[config.mk]
export PLATFORM = sky130hd
export DESIGN_NAME = pf_fetch_flat
export DESIGN_NICKNAME = d
export VERILOG_FILES = /design/src/rtl/pf_pkg.sv /design/src/rtl/pf_fetch_if.sv /design/src/rtl/pf_fetch.sv /design/src/flat_wrapper.sv
export SDC_FILE = /design/constraint.sdc
export NUM_CORES = 1
export LEC_CHECK = 0
export ABC_AREA = 1
export CAP_MARGIN = 20
export CORE_AREA = 3 3 88 90
export DETAILED_ROUTE_END_ITERATION = 10
export DIE_AREA = 0 0 91 93
export PLACE_DENSITY = 0.8
export SYNTH_ARGS = -nofsm -noshare
export SYNTH_HDL_FRONTEND = slang
export SYNTH_SLANG_ARGS = --single-unit
[constraint.sdc]
create_clock -name clk_b -period 2.3 [get_ports clk_b]
set_input_delay 0.23 -clock clk_b [delete_from_list [all_inputs] [get_ports clk_b]]
set_output_delay 0.23 -clock clk_b [all_outputs]
set_load 0.05 [all_outputs]
[src/rtl/pf_pkg.sv]
// Shared playfield constants: RAM geometry and the fetch FSM state encoding.
// The RAM and the tile renderer use the same address constants.
package pf_pkg;
    localparam int PF_ADDR_W     = 8;
    localparam int PF_COL_W      = 4;
    localparam int PF_ROW_W      = 4;
    localparam int PF_TILE_SHIFT = 4;
    localparam int PF_IDX_W      = 5;
    localparam int PF_WORD_W     = 32;

    localparam logic [1:0] IDLE = 2'd0;
    localparam logic [1:0] ADDR = 2'd1;
    localparam logic [1:0] DATA = 2'd2;
    localparam logic [1:0] OUT  = 2'd3;
endpackage

[src/rtl/pf_fetch_if.sv]
// Playfield fetch bus: RAM port b read side plus the tile-word handshake to the renderer.
// master = fetch engine, slave = RAM/renderer side.
interface pf_fetch_if;
    logic [pf_pkg::PF_ADDR_W-1:0]     addr_b;
    logic [3:0]                       ce_b;
    logic [pf_pkg::PF_WORD_W-1:0]     dout_b;
    logic                             out_valid;
    logic                             out_ready;
    logic [pf_pkg::PF_WORD_W-1:0]     out_word;
    logic [pf_pkg::PF_IDX_W-1:0]      out_idx;
    logic [pf_pkg::PF_TILE_SHIFT-1:0] out_fine_x;
    logic [pf_pkg::PF_TILE_SHIFT-1:0] out_fine_y;

    modport master (
        output addr_b, ce_b, out_valid, out_word, out_idx, out_fine_x, out_fine_y,
        input  dout_b, out_ready
    );

    modport slave (
        input  addr_b, ce_b, out_valid, out_word, out_idx, out_fine_x, out_fine_y,
        output dout_b, out_ready
    );
endinterface

[src/rtl/pf_fetch.sv]
// Playfield line fetcher: on line_start reads NTILES consecutive tile words of one map row
// from RAM port b (column wraps within the row) and hands them to the renderer one at a time.
module pf_fetch
    import pf_pkg::*;
#(
    parameter int NTILES     = 17,
    parameter int COL_BITS   = PF_COL_W,
    parameter int ROW_BITS   = PF_ROW_W,
    parameter int TILE_SHIFT = PF_TILE_SHIFT
) (
    input  logic        clk_b,
    input  logic        reset,
    input  logic        line_start,
    input  logic [7:0]  line_v,
    input  logic [7:0]  scroll_x,
    input  logic [7:0]  scroll_y,
    output logic        busy,
    output logic        overrun,
    pf_fetch_if.master  pf
);

    logic [1:0]                      r_state;
    logic [ROW_BITS-1:0]             r_row;
    logic [COL_BITS-1:0]             r_col0;
    logic [PF_IDX_W-1:0]             r_n;
    logic [PF_ADDR_W-1:0]            r_addr;
    logic [3:0]                      r_ce;
    logic                            r_valid;
    logic [PF_WORD_W-1:0]            r_word;
    logic [PF_IDX_W-1:0]             r_idx;
    logic [TILE_SHIFT-1:0]           r_fine_x;
    logic [TILE_SHIFT-1:0]           r_fine_y;
    logic                            r_overrun;

    logic [7:0]                      w_vy;
    logic [PF_IDX_W-1:0]             w_n_nxt;
    logic [COL_BITS-1:0]             w_col_nxt;
    logic                            w_last;
    logic                            w_final_hs;
    logic                            w_ovr;

    assign w_vy       = line_v + scroll_y;
    assign w_n_nxt    = r_n + 5'd1;
    assign w_col_nxt  = r_col0 + COL_BITS'(w_n_nxt);
    assign w_last     = (r_n == PF_IDX_W'(NTILES - 1));
    assign w_final_hs = (r_state == OUT) && pf.out_ready && w_last;
    // A line_start landing on the last handshake is a clean back-to-back line, not an overrun.
    assign w_ovr      = line_start && (r_state != IDLE) && !w_final_hs;

    always_ff @(posedge clk_b) begin
        if (!reset) begin
            r_state   <= IDLE;
            r_row     <= '0;
            r_col0    <= '0;
            r_n       <= '0;
            r_addr    <= '0;
            r_ce      <= 4'b1111;
            r_valid   <= 1'b0;
            r_word    <= '0;
            r_idx     <= '0;
            r_fine_x  <= '0;
            r_fine_y  <= '0;
            r_overrun <= 1'b0;
        end else begin
            r_overrun <= w_ovr;
            if (line_start) begin
                r_row    <= w_vy[7 -: ROW_BITS];
                r_col0   <= scroll_x[7 -: COL_BITS];
                r_fine_x <= scroll_x[TILE_SHIFT-1:0];
                r_fine_y <= w_vy[TILE_SHIFT-1:0];
                r_n      <= '0;
                r_addr   <= {w_vy[7 -: ROW_BITS], scroll_x[7 -: COL_BITS]};
                r_ce     <= 4'b0000;
                r_valid  <= 1'b0;
                r_state  <= ADDR;
            end else begin
                case (r_state)
                    IDLE: r_state <= IDLE;
                    ADDR: r_state <= DATA;
                    DATA: begin
                        // Only point where RAM data is sampled; later port-a writes cannot leak in.
                        r_word  <= pf.dout_b;
                        r_idx   <= r_n;
                        r_valid <= 1'b1;
                        r_ce    <= 4'b1111;
                        r_state <= OUT;
                    end
                    OUT: begin
                        if (pf.out_ready) begin
                            r_valid <= 1'b0;
                            if (w_last) begin
                                r_state <= IDLE;
                            end else begin
                                r_n     <= w_n_nxt;
                                r_addr  <= {r_row, w_col_nxt};
                                r_ce    <= 4'b0000;
                                r_state <= ADDR;
                            end
                        end
                    end
                    default: r_state <= IDLE;
                endcase
            end
        end
    end

    assign busy          = (r_state != IDLE);
    assign overrun       = r_overrun;
    assign pf.addr_b     = r_addr;
    assign pf.ce_b       = r_ce;
    assign pf.out_valid  = r_valid;
    assign pf.out_word   = r_word;
    assign pf.out_idx    = r_idx;
    assign pf.out_fine_x = r_fine_x;
    assign pf.out_fine_y = r_fine_y;

endmodule
[src/flat_wrapper.sv]
// flat-port wrapper written by rule: the top's interface ports become plain ports
module pf_fetch_flat import pf_pkg::*;
#(
    parameter int NTILES     = 17,
    parameter int COL_BITS   = PF_COL_W,
    parameter int ROW_BITS   = PF_ROW_W,
    parameter int TILE_SHIFT = PF_TILE_SHIFT
)
  (clk_b, reset, line_start, line_v, scroll_x, scroll_y, busy, overrun, pf_addr_b, pf_ce_b, pf_out_valid, pf_out_word, pf_out_idx, pf_out_fine_x, pf_out_fine_y, pf_dout_b, pf_out_ready);
  pf_fetch_if pf_i ();
  input  logic clk_b;
  input  logic reset;
  input  logic line_start;
  input  logic [7:0] line_v;
  input  logic [7:0] scroll_x;
  input  logic [7:0] scroll_y;
  output logic busy;
  output logic overrun;
  output wire logic [$bits(pf_i.addr_b)-1:0] pf_addr_b;
  output wire logic [$bits(pf_i.ce_b)-1:0] pf_ce_b;
  output wire logic [$bits(pf_i.out_valid)-1:0] pf_out_valid;
  output wire logic [$bits(pf_i.out_word)-1:0] pf_out_word;
  output wire logic [$bits(pf_i.out_idx)-1:0] pf_out_idx;
  output wire logic [$bits(pf_i.out_fine_x)-1:0] pf_out_fine_x;
  output wire logic [$bits(pf_i.out_fine_y)-1:0] pf_out_fine_y;
  input wire logic [$bits(pf_i.dout_b)-1:0] pf_dout_b;
  input wire logic [$bits(pf_i.out_ready)-1:0] pf_out_ready;
  assign pf_addr_b = pf_i.addr_b;
  assign pf_ce_b = pf_i.ce_b;
  assign pf_out_valid = pf_i.out_valid;
  assign pf_out_word = pf_i.out_word;
  assign pf_out_idx = pf_i.out_idx;
  assign pf_out_fine_x = pf_i.out_fine_x;
  assign pf_out_fine_y = pf_i.out_fine_y;
  assign pf_i.dout_b = pf_dout_b;
  assign pf_i.out_ready = pf_out_ready;
  pf_fetch #(.NTILES(NTILES), .COL_BITS(COL_BITS), .ROW_BITS(ROW_BITS), .TILE_SHIFT(TILE_SHIFT)) u_core (.clk_b(clk_b), .reset(reset), .line_start(line_start), .line_v(line_v), .scroll_x(scroll_x), .scroll_y(scroll_y), .busy(busy), .overrun(overrun), .pf(pf_i));
endmodule
==> metrics.md <==
| Metric | Value |
|---|---|
| Main synth FF type | `dfxtp_1` |
| Adder-Cell Fraction of Synth Area | `0.0734` |
| Die area | `about 0.0085 mm2` |
| Post-Syn Instances | `395` |
| Most frequent cell after synthesis | `nor2_1` |
| Global-route wire length before repair | `about 13000 um` |
| Total gr overflow | `0` |
| Setup CP Type | `reg -> out` |
| Detail Route Antenna Nets | `0` |
| Tcrit/Tclk final | `0.929` |
| Largest net degree at the start of global routing | `43` |
| Area leader, netlist | `dfxtp_1` |
| WL per Instance | `between 10 and 15 um` |
| Synth Area in XOR/XNOR | `0.0169` |
| Fin crit period | `approximately 2100 ps` |
| Core Area | `0.00714 mm2` |
| FMAX | `roughly 470 MHz` |
| Critical Path Source Type | `flip-flop` |
| Unique masters post-synth | `31` |
| Critical-path top delay cell | `clkdlybuf4s50_1` |
| RR Startpoint | `u_core.r_n[0]` |
| GRT Util Overall | `0.183` |
| Vias in the first global route | `2789` |
| Final worst slack | `roughly 160 ps` |
| RSZ-0062 raised after global routing | `false` |
| CTS max path bufs | `2` |
| RR Endpoint | `u_core.pf.addr_b[2]` |
| CP cell instances | `inv_1 -> ha_1 -> inv_1 -> clkdlybuf4s50_1` |
| Post-Synthesis Net Count | `around 470` |
| Post-CTS sizing | `0` |
| Outcome | `finished clean` |
| P_int | `~2300 uW` |
| Compound-gate portion of the synthesized area | `0.150` |
| Antenna cells | `0` |
| Ys async rst share | `0` |
| Post-Synth Simple-Gate Area | `0.221` |
| Slew Limit Fails | `0` |
| Post-synthesis sequential area ratio | `0.458` |
| I/O pin count | `120` |
| Mux contribution to synthesized area | `0` |
| Comb pwr share | `0.195` |
| Starting Density | `0.435` |
| Flop2flop setup slack | `~370 ps` |
| Worst-Skew Late Latency | `approximately 330 ps` |
| Hold endpoint | `u_core.r_col0[0]` |
| Min-delay src | `u_core.r_col0[0]` |
| Initial antenna violation count | `0` |
| DR iter-0 viols | `118` |
| Drt pass-1 iters | `5` |
| CTS root buffer | `clkbuf_8` |
| Worst-path clk slew | `around 70 ps` |
| Hold Path Depth | `2` |
| PD cells | `slightly below 700 mW/mm2` |
| TritonCTS clock tree | `built` |
| Dominant cells by area after synthesis | `dfxtp_1 (46%), nor2_1 (9.1%), o21ai_0 (7.4%), nand2_1 (6.2%), ha_1 (6.0%)` |
| Clock sink total | `71` |
| Post-CTS Setup Bufs | `0` |
| Worst Path Arrival | `roughly 1900 ps` |
| Post-Route Setup TNS | `0 ps` |
| Synth Register Bits | `a little over 70` |
| Worst R2R Path Depth | `8` |
| Vias | `around 3000` |
| CP endpoint kind | `output port` |
| Setup Skew | `7.82 ps` |
| Max-Cap Viols | `0` |
| Max Fanout on Critical Path | `4` |
| Post-layout power | `3080 uW` |
| Hold_buf cts | `0` |
| Peak supply drop | `0.426 mV` |
| Biggest cell delay along the critical path | `820 ps` |
| I/O Buffers | `~120` |
| Area grow syn2layout | `47.5%` |
| Switching share of power | `0.267` |
| Largest family of logic cells by synthesized area | `simple AND/OR/NAND/NOR gates` |
| Mapped Area | `approximately 0.0031 mm2` |
| Post-place setup slack | `between 200 and 300 ps` |
| Req. time, crit path | `2070 ps` |
| Via density | `between 4 and 5` |
| P_sw | `between 800 and 900 uW` |
| Worst Hold Class | `reg -> reg` |
| Slew HR | `0.561` |
| Share of layout cells above drive strength 1 | `0.0621` |
| Setup-failing EPs final | `0` |
| Synth cell count leaders | `nor2_1 (75), dfxtp_1 (71), nand2_1 (51), o21ai_0 (46), inv_1 (33)` |
| Ys Warns | `0` |
| Synth top area share | `0.458` |
| Syn_area_per_cell | `between 7 and 8 um2` |
| FILL cells | `622` |
| Die height | `between 90 and 100 um` |
| Most used cell, CP | `inv_1` |
| Drt total wl | `around 8000 um` |
| H-tree levels | `3` |
| GP Congestion | `between 0.8 and 0.9` |
| Leakage | `between 0.0015 and 0.002 uW` |
| Worst Tran Pin Value | `around 660 ps` |
| Final Hold Viols | `0` |
| Fin nets | `587` |
| Rows | `31` |
| Die Wd | `91 um` |
| Final HPWL from detailed placement | `approximately 6000 um` |
| Remaining DRCs | `0` |
| Clock power share | `0.379` |
| Total CTS buffers | `9` |
| Sequential power share | `0.427` |
| EDFF count, synth | `0` |
through the flow:
| stage | hold slack [ps] | area, um2 | util | cells |
|---|---|---|---|---|
| after floorplan | 358 | 3100 | - | 395 |
| after global placement | 434 | 4340 | 0.608 | 598 |
| after detailed placement | 441 | 4340 | 0.608 | 598 |
| after CTS | 445 | 4580 | 0.641 | 614 |
| after global routing | 481 | 4580 | 0.641 | 614 |
| final | 455 | 4580 | 0.641 | 614 |
worst max path at each step:
stage                           start                   end  slack, ps  cells past startpoint
floorplan               u_core.r_n[0]   u_core.pf.addr_b[2]        590                      8
global placement            line_v[0]   u_core.pf.addr_b[4]        380                      9
detailed placement         line_start  u_core.pf.out_idx[3]        300                      6
CTS                 u_core.r_state[0]                  busy        120                      4
global route        u_core.r_state[0]                  busy         60                      4
finish              u_core.r_state[0]                  busy        160                      4
cell families (layout without fill, tap and decap cells):
group,after synthesis,in the layout
XOR/XNOR,6,6
AO/OA/AOI/OAI,86,86
adder cells (fa/ha/maj),17,17
buffers and inverters,57,177
AND/OR/NAND/NOR,158,158
flip-flops,71,71
placed cells by master, fill, tap and decap left out, drive strengths merged, types with 4 or more instances in the layout:
master	count
clkdlybuf4s50	119
nor2	80
dfxtp	71
nand2	53
o21ai	51
inv	37
a21oi	26
nand3	19
ha	15
clkbuf	11
a22o	6
xnor2	4
buf	4
state kept, by name, indices dropped and copies added, names as in the netlist:
register              flops
u_core.overrun            1
u_core.pf.ce_b            1
u_core.pf.out_fine_y      4
u_core.r_n                5
u_core.r_col0             4
u_core.r_row              4
u_core.pf.out_idx         5
u_core.pf.addr_b          8
u_core.r_state            2
u_core.pf.out_fine_x      4
u_core.pf.out_valid       1
u_core.pf.out_word       32
final cells by class:
type	count	area, um2	share of cell area
tap	99	124	0.0271
clock buffer	11	131	0.0287
multi-input combinational	267	1430	0.312
timing repair buffer	123	1220	0.267
clock inverter	5	106	0.0232
sequential	71	1420	0.311
inverter	38	143	0.0312
worst max-delay path, delay by kind of cell (launching register included):
| family | cells | cell delay [ps] |
|---|---|---|
| adders and majority gates | 1 | 190 |
| buffers and inverters | 3 | 1000 |
| DFF | 1 | 380 |
layer usage:
metal,global-route usage,part of all wire,up-vias
met3,0.0603,0.089,6
met2,0.312,0.47,114
met4,0.0628,0.0066,0
met1,0.218,0.43,1328
li1,-,-,1507
met5,0,0,-
power by group through the flow:
stage / Clock [uW] / Sequential [uW] / Combinational [uW]
3_3_place_gp: 0 / 1340 / 589
5_1_grt: 1260 / 1320 / 644
2_1_floorplan: 0 / 1480 / 220
4_1_cts: 1200 / 1310 / 603
3_5_place_dp: 0 / 1340 / 599
6_report: 1170 / 1310 / 599
Power figures use the tool's default switching activity.
